$ cat src/rtl/mdu_issue_ctrl.sv
// MDU issue/writeback scheduler: reserves two consecutive writeback slots per HI/LO pair.
// Optional macro MDU_DIV_PIPELINED_EN treats the divider as fully pipelined.
module mdu_issue_ctrl #(
  parameter int MUL_LAT = 5,
  parameter int DIV_LAT = 20,
  parameter int ID_W    = 6,
  parameter int PREG_W  = 7
) (
  input  logic              clk,
  input  logic              rst,
  input  logic              flush,
  input  logic              in_valid,
  output logic              in_ready,
  input  logic              in_is_div,
  input  logic              in_unsigned,
  input  logic [ID_W-1:0]   in_hi_id,
  input  logic [ID_W-1:0]   in_lo_id,
  input  logic [PREG_W-1:0] in_hi_dst,
  input  logic [PREG_W-1:0] in_lo_dst,
  output logic              issue_mul,
  output logic              issue_div,
  output logic              issue_unsigned,
  output logic              wb_valid,
  output logic              wb_is_hi,
  output logic              wb_is_div,
  output logic [PREG_W-1:0] wb_dst,
  output logic [ID_W-1:0]   wb_rob_id,
  output logic              busy
);

  localparam int DEPTH = DIV_LAT + 2;
  localparam int CNT_W = $clog2(DIV_LAT + 1);

  typedef struct packed {
    logic              vld;
    logic              isHi;
    logic              isDiv;
    logic [PREG_W-1:0] dst;
    logic [ID_W-1:0]   id;
  } resEntry_t;

  resEntry_t res [DEPTH];
  resEntry_t hiEnt;
  resEntry_t loEnt;
  logic      mulFree;
  logic      divFree;
  logic      divAvail;
  logic      accept;

  // Slot check uses pre-shift indices: res[L] and res[L+1] become res[L-1] and res[L] next cycle.
  assign mulFree = !res[MUL_LAT].vld && !res[MUL_LAT+1].vld;
  assign divFree = !res[DIV_LAT].vld && !res[DIV_LAT+1].vld && divAvail;

  assign in_ready       = !rst && !flush && (in_is_div ? divFree : mulFree);
  assign accept         = in_valid && in_ready;
  assign issue_mul      = accept && !in_is_div;
  assign issue_div      = accept && in_is_div;
  assign issue_unsigned = accept && in_unsigned;

  always_comb begin
    hiEnt       = '0;
    hiEnt.vld   = 1'b1;
    hiEnt.isHi  = 1'b1;
    hiEnt.isDiv = in_is_div;
    hiEnt.dst   = in_hi_dst;
    hiEnt.id    = in_hi_id;
    loEnt       = '0;
    loEnt.vld   = 1'b1;
    loEnt.isHi  = 1'b0;
    loEnt.isDiv = in_is_div;
    loEnt.dst   = in_lo_dst;
    loEnt.id    = in_lo_id;
  end

  always_ff @(posedge clk or posedge rst) begin
    if (rst) begin
      for (int i = 0; i < DEPTH; i++) res[i] <= '0;
    end else if (flush) begin
      for (int i = 0; i < DEPTH; i++) res[i] <= '0;
    end else begin
      for (int i = 0; i < DEPTH - 1; i++) res[i] <= res[i+1];
      res[DEPTH-1] <= '0;
      if (issue_mul) begin
        res[MUL_LAT-1] <= hiEnt;
        res[MUL_LAT]   <= loEnt;
      end
      if (issue_div) begin
        res[DIV_LAT-1] <= hiEnt;
        res[DIV_LAT]   <= loEnt;
      end
    end
  end

`ifdef MDU_DIV_PIPELINED_EN
  assign divAvail = 1'b1;
`else
  logic [CNT_W-1:0] divCnt;

  // Loaded with DIV_LAT-1 so the next divide can issue in the cycle the previous HI writes back.
  always_ff @(posedge clk or posedge rst) begin
    if (rst) begin
      divCnt <= '0;
    end else if (flush) begin
      divCnt <= '0;
    end else if (issue_div) begin
      divCnt <= CNT_W'(DIV_LAT - 1);
    end else if (divCnt != '0) begin
      divCnt <= divCnt - CNT_W'(1);
    end
  end

  assign divAvail = (divCnt == '0);
`endif

  always_comb begin
    busy = 1'b0;
    for (int i = 0; i < DEPTH; i++) busy = busy | res[i].vld;
  end

  assign wb_valid  = res[0].vld;
  assign wb_is_hi  = res[0].isHi;
  assign wb_is_div = res[0].isDiv;
  assign wb_dst    = res[0].dst;
  assign wb_rob_id = res[0].id;

endmodule

$ cat config.mk
export PLATFORM = sky130hd
export DESIGN_NAME = mdu_issue_ctrl
export DESIGN_NICKNAME = d
export VERILOG_FILES = /design/src/rtl/mdu_issue_ctrl.sv
export SDC_FILE = /design/constraint.sdc
export NUM_CORES = 1
export LEC_CHECK = 0
export BUFFER_PORTS_ARGS = -buffer_cell sky130_fd_sc_hd__buf_4
export CAP_MARGIN = 20
export CELL_PAD_IN_SITES_DETAIL_PLACEMENT = 1
export CELL_PAD_IN_SITES_GLOBAL_PLACEMENT = 2
export CORE_MARGIN = 5
export CORE_UTILIZATION = 47
export DETAILED_ROUTE_END_ITERATION = 8
export MAX_ROUTING_LAYER = met4
export PLACE_DENSITY_LB_ADDON = 0.25
export REMOVE_ABC_BUFFERS = 1
export SLEW_MARGIN = 15
export SYNTH_ARGS = -nofsm -noshare
export SYNTH_HDL_FRONTEND = slang
export SYNTH_SLANG_ARGS = --single-unit
$ cat constraint.sdc
create_clock -name clk -period 24.7 [get_ports clk]
set_clock_uncertainty 0.2 [all_clocks]
set_input_delay 1.235 -clock clk [delete_from_list [all_inputs] [get_ports clk]]
set_output_delay 1.235 -clock clk [all_outputs]
set_load 0.01 [all_outputs]
Word level (Yosys, flattened, before mapping)
Index checks and enable logic that the tools add are counted.
{"block": "totals", "register_bits": 357, "latchBits": 0, "mem_bits_rw": 0, "mem_bits_ro": 0, "output_inout_bits": 21, "mem_count": 0}
{"block": "classes", "addsub": 1, "multipliers": 0, "div": 0, "order_cmp": 0, "eq_ne": 0, "shifts": 0, "mux": 7, "bitwise_logic": 21, "n_reduce_logical": 19}
{"op": "$mux 352", "count": 1}
{"op": "$mux 32", "count": 2}
{"op": "$or 1x1->1", "count": 21}
{"op": "$mux 5", "count": 3}
{"op": "$logic_and 1x1->1", "count": 9}
{"op": "$logic_not 1->1", "count": 7}
{"op": "$logic_not 5->1", "count": 1}
{"op": "$reduce_bool 5->1", "count": 1}
{"op": "$sub 5x1->5 const B", "count": 1}
{"op": "$reduce_bool 3->1", "count": 1}
{"op": "$mux 1", "count": 1}

Logic depth before layout (Yosys ltp)
{"block": "logic_depth", "depth_word": 21, "ltp_mapped": 7}

Least setup slack after synthesis
Ideal clock, no wire load.
{"block": "synth_path", "kind": "input port to output port", "start": "input port in_is_div", "end": "output port in_ready", "t_arrival_ps": 2032, "required_ps": 23265, "setup_slack_ps": 21233, "cell_stages": 4, "path_cell_list": "nor3_1 buf_2 a21oi_1 nor3_1"}
{"block": "synth_via", "elab_chain_cells": 2}
{"item": "from (decl)", "line": "14", "rtl": "input logic in_is_div,"}
{"item": "$mux 1", "line": "54", "rtl": "assign in_ready = !rst && !flush && (in_is_div ? divFree : mulFree);"}
{"item": "$logic_and 1x1->1", "line": "54"}
{"item": "to (decl)", "line": "13", "rtl": "output logic in_ready,"}
No other way between the ends.

Worst setup path in the final report
{"block": "layout_path", "start": "input port flush", "end": "output port issue_div"}
{"block": "layout_via", "elab_chain_cells": 5}
{"item": "from (decl)", "line": "11", "rtl": "input logic flush,"}
{"item": "$logic_not 1->1", "line": "54"}
{"item": "$logic_and 1x1->1 (2 in series)", "line": "54"}
{"item": "$logic_and 1x1->1", "line": "55", "rtl": "assign accept = in_valid && in_ready;"}
{"item": "$logic_and 1x1->1", "line": "57", "rtl": "assign issue_div = accept && in_is_div;"}
{"item": "to (decl)", "line": "21", "rtl": "output logic issue_div,"}
No other way between the ends.

==> flow_summary.yaml <==
sta:
  worst_slack_ns: 19.97
  fin_crit_ns: 4.726
  tns_ns: 0
  timing.final.hold_violations: 0
  max_freq_mhz: 211.6
  timing.final.crit_share: 0.1913
  relSlewSlack: 0.3566
  tightest_slew_ns: 0.9652
  rsz0062_at_grt: "false"
  setup_viol: 0
  drv_slew: 0
floorplan:
  initial_core_util: 0.4764
  dieArea_um2: 27890
  io_pins: 53
  core_area_um2: 24320
  die_h_um: 167.0
  dieWidth_um: 167.0
  fp-row-count: 57
final_layout:
  nets: 911
  n_fill_cell: 2366
  syn2layout_area_growth_pct: 15.83
  multi_input_area_um2: 2771
  drive_above_1_share: 0.1493
  diodes: 0
  final_cell_mix: "dfrtp_1, nor2b_1, buf_4"
  final_common_cell: "dfrtp_1"
  seqCellArea_um2: 8483
logic_synthesis:
  yosysWarnings: 0
  postSynthCellCount: 843
  synth.avg_cell_area_um2: 13.74
  synthDistinctLibCells: 31
  synth-seq-cells: 339
  yosysSeqAreaShare: 0.7322
  synth_area_um2: 11590
global_routing:
  grt_remaining_overflow: 0
  busiest_layer: "met2"
  grt_util_met3: 0.02939
  grt_max_degree: 191
  grt_pass1_wl_um: 34690
  grtUsageMet1: 0.2130
  gr-usage-all-layers: 0.1557
  grt_pass1_vias: 6603
  grt_use_met2: 0.2416
  grt_antenna_before_repair: 0
clock_tree:
  cts_root_buf: "clkbuf_16"
  ctsResizeCount: 0
  cts_tree: "done"
  clock_tree.buffer_depth: 3
  postCtsSetupBuffers: 0
  cts.clk_slew.worst_paths_ns: 0.06
  htreeDepth: 2
  cts_inserted_buffers: 36
  numClockSinks: 339
  clk_latency_ns: 0.50
  cts_hold_buf: 0
flow_run:
  cap_violations: 0
critical_path:
  cp-end-kind: "output pin"
  cp-start-kind: "input pin"
  criticalPathCategory: "input pin to output pin"
  arrival_ns: 3.29
  path_cells: "buf_8, nor3b_4, nand3_2, inv_1, buf_4"
  critPathMaxFanout: 122
  crit_required_ns: 23.26
  crit_path_max_incr_delay_ns: 0.65
  slowest_stage: "inv_1"
place:
  preCtsSetupSlack_ns: 19.95
  port_buffers: 52
  gp_congestion: 0.7384
  dp_hpwl_um: 11000
route:
  wirelength_um: 20270
  final_antenna_net_count: 0
  drtIter0Drc: 319
  drtPass1Iterations: 4
  viasPerCell: 4.790
  routedWlPerCell_um: 16.50
  num_vias: 5882
  drc_errors: 0
pwr:
  p_leak_nw: 6.676
  ir_drop_uv: 65.10
  power.density_nw_per_um2: 87.14
min_path:
  hp-class: "register to register"
status:
  outcome: "complete, no violations"
## cell type report
cell class,count,share of cell area
repair buffers,61,0.03860
multi-input cells,433,0.2065
inverters,7,0.002517
well taps,324,0.03021
clock inverters,9,0.01081
flip-flops and latches,339,0.6321
clock buffers,55,0.07925
## cells by family (layout without fill, tap and decap cells)
logic type / count (synthesis) / in the layout / synth area share
AOI/OAI and AO/OA: 61 / 61 / 0.02667
xor gates and xnor gates: 2 / 2 / 0.001512
adders and majority gates: 1 / 1 / 0.001080
buffers and inverters: 71 / 132 / 0.03002
DFF: 339 / 339 / 0.7322
muxes: 13 / 13 / 0.01685
and+or+nand+nor: 356 / 356 / 0.1917
## critical path, delay by kind of cell
kind / cells / cell delay [ns]
buf+inv: 3 / 1.13
simple gates: 2 / 0.90
## synthesized netlist by cell type
cell type / n / area share
nor2_1: 5 / 0.0016
clkbuf_1: 32 / 0.010
buf_2: 15 / 0.0065
nand2_1: 1 / 0.00032
mux2_4: 13 / 0.017
nand3b_1: 1 / 0.00065
nor4b_4: 1 / 0.0021
nand4_1: 1 / 0.00054
or4_1: 2 / 0.0013
clkbuf_2: 2 / 0.00086
o311ai_0: 1 / 0.00076
xnor2_1: 2 / 0.0015
nand2b_1: 3 / 0.0016
dfrtp_1: 339 / 0.73
nor3b_2: 3 / 0.0032
buf_6: 1 / 0.00097
or3b_1: 1 / 0.00076
nor3b_1: 3 / 0.0019
nand3_1: 27 / 0.012
buf_4: 14 / 0.0091
nor2b_1: 285 / 0.15
ha_1: 1 / 0.0011
nor4_1: 3 / 0.0016
o21ai_0: 22 / 0.0095
and2_1: 13 / 0.0070
nor3_1: 5 / 0.0022
o21ai_1: 7 / 0.0030
a21oi_1: 31 / 0.013
inv_1: 7 / 0.0023
or3_1: 1 / 0.00054
or3b_2: 1 / 0.00076
## where the power goes
part | total, mW | internal, mW | switching (mW)
combinational | 0.0586 | 0.0216 | 0.0370
clock | 0.543 | 0.338 | 0.205
sequential | 0.568 | 0.563 | 0.00500
## final timing paths
path / from / to / slack (ns) / cells past startpoint
max: flush / issue_div / 19.97 / 5
min: res[76] / res[92] / 0.26 / 1
max reg2reg: divCnt[0] / res[26] / 21.96 / 6
min reg2reg: res[76] / res[92] / 0.26 / 1
max in group asynchronous: rst / res[166] / 22.02 / 4
min in group asynchronous: rst / res[37] / 0.52 / 2
## state kept, by name (all words and copies together) (netlist names)
| register | count |
|---|---|
| wb_is_div | 1 |
| wb_valid | 1 |
| wb_dst | 7 |
| wb_rob_id | 6 |
| res | 318 |
| divCnt | 5 |
| wb_is_hi | 1 |
## metal layers
| layer | vias up | part of all wire |
|---|---|---|
| met5 | - | 0 |
| met1 | 3055 | 0.46 |
| met4 | 0 | 0.023 |
| met2 | 84 | 0.48 |
| met3 | 38 | 0.034 |
| li1 | 2705 | - |
## per-stage QoR
stage | hold WS [ns] | total power [mW] | cell area (µm²) | cells | util
floorplan | 0.2384 | 0.6097 | 11260 | 779 | -
global route | 0.2686 | 1.222 | 13420 | 1228 | 0.5518
finish | 0.2580 | 1.169 | 13420 | 1228 | 0.5518
global placement | 0.2418 | 0.6323 | 12160 | 1162 | 0.4999
detailed placement | 0.2504 | 0.6364 | 12160 | 1162 | 0.4999
CTS | 0.2615 | 1.188 | 13370 | 1226 | 0.5496
No activity file was read; power rests on OpenSTA's default activity.
